<file path="src/rtl/phase_sweep_ctrl.sv">
// phase_sweep_ctrl: steps a DDS phase increment from start_inc to stop_inc, holding each value for a dwell period.
module phase_sweep_ctrl #(
    parameter int PW = 19,
    parameter int DW = 24
) (
    input  logic          sys_clk,
    input  logic          rst,
    input  logic          start,
    input  logic          abort,
    input  logic          loop,
    input  logic [PW-1:0] start_inc,
    input  logic [PW-1:0] stop_inc,
    input  logic [PW-1:0] step_inc,
    input  logic [DW-1:0] dwell,
    output logic [PW-1:0] phase_inc,
    output logic          busy,
    output logic          done
);
    typedef enum logic [1:0] {IDLE, RUN, LAST} state_t;
    state_t        state_q, state_d;
    logic [PW-1:0] phase_q, phase_d;
    logic [PW-1:0] start_q, start_d;
    logic [PW-1:0] stop_q, stop_d;
    logic [PW-1:0] step_q, step_d;
    logic [DW-1:0] dwell_q, dwell_d;
    logic [DW-1:0] cnt_q, cnt_d;
    logic          loop_q, loop_d;
    logic          up_q, up_d;
    logic          done_q, done_d;
    logic          launch, boundary, clamp;
    logic [PW:0]   next_w;
    logic [DW-1:0] reload_w, reload_in_w;

    assign launch      = start && !abort;
    assign boundary    = cnt_q == '0;
    assign reload_w    = (dwell_q == '0) ? '0 : dwell_q - DW'(1);
    assign reload_in_w = (dwell == '0) ? '0 : dwell - DW'(1);
    // one extra bit catches carry/borrow out of PW bits, which also forces the clamp
    assign next_w = up_q ? {1'b0, phase_q} + {1'b0, step_q} : {1'b0, phase_q} - {1'b0, step_q};
    assign clamp  = next_w[PW] || (step_q == '0) ||
                    (up_q ? (next_w[PW-1:0] >= stop_q) : (next_w[PW-1:0] <= stop_q));

    always_ff @(posedge sys_clk or posedge rst) begin
        if (rst) begin
            state_q <= IDLE;
            phase_q <= '0;
            start_q <= '0;
            stop_q  <= '0;
            step_q  <= '0;
            dwell_q <= '0;
            cnt_q   <= '0;
            loop_q  <= 1'b0;
            up_q    <= 1'b0;
            done_q  <= 1'b0;
        end else begin
            state_q <= state_d;
            phase_q <= phase_d;
            start_q <= start_d;
            stop_q  <= stop_d;
            step_q  <= step_d;
            dwell_q <= dwell_d;
            cnt_q   <= cnt_d;
            loop_q  <= loop_d;
            up_q    <= up_d;
            done_q  <= done_d;
        end
    end

    always_comb begin
        state_d = state_q;
        case (state_q)
            IDLE:    state_d = launch ? RUN : IDLE;
            RUN:     state_d = abort ? IDLE : (boundary && clamp) ? LAST : RUN;
            LAST:    state_d = abort ? IDLE : boundary ? (loop_q ? RUN : IDLE) : LAST;
            default: state_d = IDLE;
        endcase
    end

    always_comb begin
        start_d = start_q;
        stop_d  = stop_q;
        step_d  = step_q;
        dwell_d = dwell_q;
        loop_d  = loop_q;
        up_d    = up_q;
        phase_d = phase_q;
        cnt_d   = cnt_q;
        done_d  = 1'b0;
        if (state_q == IDLE) begin
            if (launch) begin
                start_d = start_inc;
                stop_d  = stop_inc;
                step_d  = step_inc;
                dwell_d = dwell;
                loop_d  = loop;
                up_d    = stop_inc >= start_inc;
                phase_d = start_inc;
                cnt_d   = reload_in_w;
            end
        end else if (!abort) begin
            cnt_d = boundary ? reload_w : cnt_q - DW'(1);
            if (boundary) begin
                if (state_q == RUN)
                    phase_d = clamp ? stop_q : next_w[PW-1:0];
                else if (loop_q)
                    phase_d = start_q;
                else
                    done_d = 1'b1;
            end
        end
    end

    always_comb begin
        busy      = state_q != IDLE;
        done      = done_q;
        phase_inc = phase_q;
    end
endmodule

</file>
<file path="config.mk">
export PLATFORM = sky130hd
export DESIGN_NAME = phase_sweep_ctrl
export DESIGN_NICKNAME = d
export VERILOG_FILES = /design/src/rtl/phase_sweep_ctrl.sv
export SDC_FILE = /design/constraint.sdc
export NUM_CORES = 1
export LEC_CHECK = 0
export BUFFER_PORTS_ARGS = -buffer_cell sky130_fd_sc_hd__buf_2
export CAP_MARGIN = 20
export CELL_PAD_IN_SITES_DETAIL_PLACEMENT = 0
export CELL_PAD_IN_SITES_GLOBAL_PLACEMENT = 1
export CORE_ASPECT_RATIO = 0.6
export CORE_MARGIN = 4
export CORE_UTILIZATION = 45
export CTS_BUF_LIST = sky130_fd_sc_hd__clkbuf_4 sky130_fd_sc_hd__clkbuf_8 sky130_fd_sc_hd__clkbuf_16
export CTS_CLUSTER_SIZE = 24
export DETAILED_ROUTE_END_ITERATION = 6
export PLACE_DENSITY_LB_ADDON = 0.1
export SLEW_MARGIN = 20
export SYNTH_ARGS = -nofsm -noshare
export SYNTH_HDL_FRONTEND = slang
export SYNTH_SLANG_ARGS = --single-unit
</file>
<file path="constraint.sdc">
create_clock -name sys_clk -period 6.95 [get_ports sys_clk]
set_clock_uncertainty 0.15 [all_clocks]
set_input_delay 1.39 -clock sys_clk [delete_from_list [all_inputs] [get_ports sys_clk]]
set_output_delay 1.39 -clock sys_clk [all_outputs]
set_load 0.05 [all_outputs]
</file>
==> key figures <==
Run status
  – Status: completed

GRT
  – GRT Overall Usage: 0.253
  – Pin count of the biggest net entering global routing: 89
  – First-pass GRT wire length: 44600 um
  – Vias in the first global route: 7615
  – Initial antenna violation count: 0
  – Overflow after GRT: 0

Layout
  – Proportion of layout cells with a drive suffix above 1: 0.139
  – Fill cells: 1961
  – Utilization after layout: 0.528
  – Ant diodes: 0
  – Area growth syn-to-layout: 15.1%
  – Post-Layout Cell Count: 1507
  – Layout Nets: 1372

Critical path
  – Slowest stage delay, CP: 0.43 ns
  – Cell family with most CP delay: simple AND/OR/NAND/NOR gates
  – CP Class: reg -> reg
  – Crit. End Element: register
  – Buf+Inv Stages, Crit Path: 2
  – Critical path startpoint category: register
  – CP required: 7.10 ns
  – Worst-path maximum fanout: 16
  – CP max-delay cell: dfrtp_1
  – CP arrival: 6.46 ns

Synthesis
  – Largest area contributor in the netlist: dfrtp_1
  – Netlist Area Pre-Place: 9200 um2
  – YS warnings: 0
  – Seq/Total Area, Yosys: 0.351
  – Post-synth EDFFs: 0
  – Count leader, synth: nand2_1
  – Netlist cell types: 66
  – Post-Syn Area per Cell: 8.10 um2
  – Synth top area share: 0.351
  – Syn Nets: 1286
  – Largest cells by area after synthesis: dfrtp_1 (35%), nand2_1 (9.1%), ha_1 (8.6%)
  – #FFs+latches synth: 129
  – Asr flop ratio synth: 1.00
  – Top cells by count, synth: nand2_1 (223), dfrtp_1 (129), nor2_1 (86), o21ai_0 (75), a21oi_1 (71)
  – Primary FF master, synth: dfrtp_1
  – Post-Synthesis Cells: 1136

Timing
  – Setup TNS Final: 0 ns
  – Max_slew headroom: 0.357
  – Final hold vios: 0
  – Fin Hold WS: 0.321 ns
  – Max-slew violation count: 0
  – Final worst setup slack: 0.640 ns
  – Worst slew pin tran: 0.965 ns
  – Fmax: 0.158 GHz
  – Fin crit share: 0.908
  – Final setup fails: 0
  – Tmin final: 6.31 ns
  – RSZ-0062 raised after global routing: no

Placement
  – PortBufs: 106
  – Place WS: 0.784 ns
  – Post-Place Cells: 1476
  – Post-DP HPWL: 21300 um
  – Placer Congestion: 0.890

Pwr
  – Leakage: 4.80 nW
  – Maximum vdd drop: 0.000258 V
  – PD cells: 426 nW/um2

Clock tree
  – Post-CTS sizing: 0
  – Post-CTS setup buffers: 0
  – Hold buffers post-CTS: 0
  – Clk slew on worst S/H paths: 0.06 ns
  – Clock Latency Late Sink: 0.43 ns
  – TritonCTS clock tree: built
  – # H-tree levels: 4
  – Clock Tree Root: clkbuf_16
  – # clock sinks: 129
  – Num CTS Buffers: 17
  – CTS Buffer Depth: 2

Job
  – Max cap viols: 0

Route
  – DR WL/cell: 18.9 um
  – Routed wire length: 28500 um
  – Wire length on met1: 16100 um
  – Detailed Routing Iterations Pass 1: 5
  – 1st-iter DRT viols: 697
  – Metal3 WL: 2150 um
  – Remaining antenna violation count: 0
  – DRC: 0
  – Avg Vias per Cell: 5.55
  – Met2 routed WL: 10000 um
  – Top sig layer: met4
  – Vias post-DR: 8361

Floorplan
  – Ports: 107
  – Chip Height: 119 um
  – Die W: 193 um
  – Effective utilization at floorplan: 0.459
  – Core area: 20100 um2
  – Die area: 22900 um2
  – FP Rows: 40

Hold path
  – Hold Crit Class: reg -> reg
-- area by class of cell --
cell class                      count  area, um2  area share
Multi-Input combinational cell    899       5550       0.524
Clock buffer                       20        460      0.0435
Tap cell                          273        342      0.0322
Clock inverter                     11        161      0.0152
Timing Repair Buffer              121        643      0.0607
Sequential cell                   129       3230       0.305
Inverter                           54        208      0.0196
-- cell families (layout without fill, tap and decap cells) --
kind of cell,after synthesis,after routing,synth area share
xor gates and xnor gates,89,89,0.0847
AOI/OAI and AO/OA,259,259,0.176
DFF,129,129,0.351
muxes,7,7,0.00788
buffers and inverters,108,206,0.0472
adders and majority gates,64,64,0.0878
and+or+nand+nor,480,480,0.246
-- cells in the final DEF, fill, tap and decap left out, types with 9 or more instances in the layout --
| cell | count |
|---|---|
| nor4_1 | 15 |
| a21oi_1 | 71 |
| xnor2_1 | 43 |
| nand2_1 | 223 |
| nand3_1 | 25 |
| or3_1 | 16 |
| o21a_1 | 12 |
| ha_1 | 63 |
| o22a_1 | 11 |
| o21ai_0 | 75 |
| a31oi_1 | 15 |
| nor2_1 | 84 |
| clkbuf_16 | 17 |
| nor3b_1 | 9 |
| nor3_1 | 34 |
| a21o_1 | 18 |
| or4_1 | 12 |
| xor2_1 | 46 |
| dfrtp_1 | 129 |
| inv_1 | 52 |
| buf_2 | 106 |
| buf_4 | 15 |
| nor2b_1 | 12 |
| nand4_1 | 14 |
-- sequential cells by signal (all words and copies together) (netlist names) --
name	count
step_q	19
cnt_q	24
stop_q	19
loop_q	1
up_q	1
dwell_q	24
start_q	19
done	1
phase_inc	19
state_q	2
-- per-stage QoR --
step / total power [mW] / cell area (um2)
floorplan: 2.91 / 9200
global route: 4.85 / 10600
global placement: 3.49 / 9970
finish: 4.51 / 10600
CTS: 4.49 / 10600
detailed placement: 3.50 / 9970
-- worst min-delay path, stage by stage (launching register included) --
cell and delay (ns):
dfrtp_1 0.33, nand2_1 0.04, o21ai_0 0.06
-- power breakdown --
| group | leakage (nW) | total [mW] | switching [mW] | internal (mW) |
|---|---|---|---|---|
| logic | 2.94 | 2.41 | 1.47 | 0.946 |
| clock network | 0.309 | 0.965 | 0.347 | 0.618 |
| registers | 1.55 | 1.13 | 0.208 | 0.922 |
| total | 4.80 | 4.51 | 2.02 | 2.49 |
-- worst paths after layout --
check                      startpoint  cells after the start      endpoint  slack (ns)
min                        start_q[5]                      2    start_q[5]        0.32
max                         step_q[2]                     25  phase_inc[5]        0.64
max reg2reg                 step_q[2]                     25  phase_inc[5]        0.64
min in group asynchronous         rst                      2    dwell_q[3]        0.96
max in group asynchronous         rst                      3     stop_q[0]        4.49
min reg2reg                start_q[5]                      2    start_q[5]        0.32
-- metal layers --
layer,GRT usage,vias up
met2,0.292,274
met3,0.0525,13
met1,0.451,3920
met5,0,-
met4,0.0539,0
li1,-,4154
Note: power is estimated with default switching activity, not from simulation.
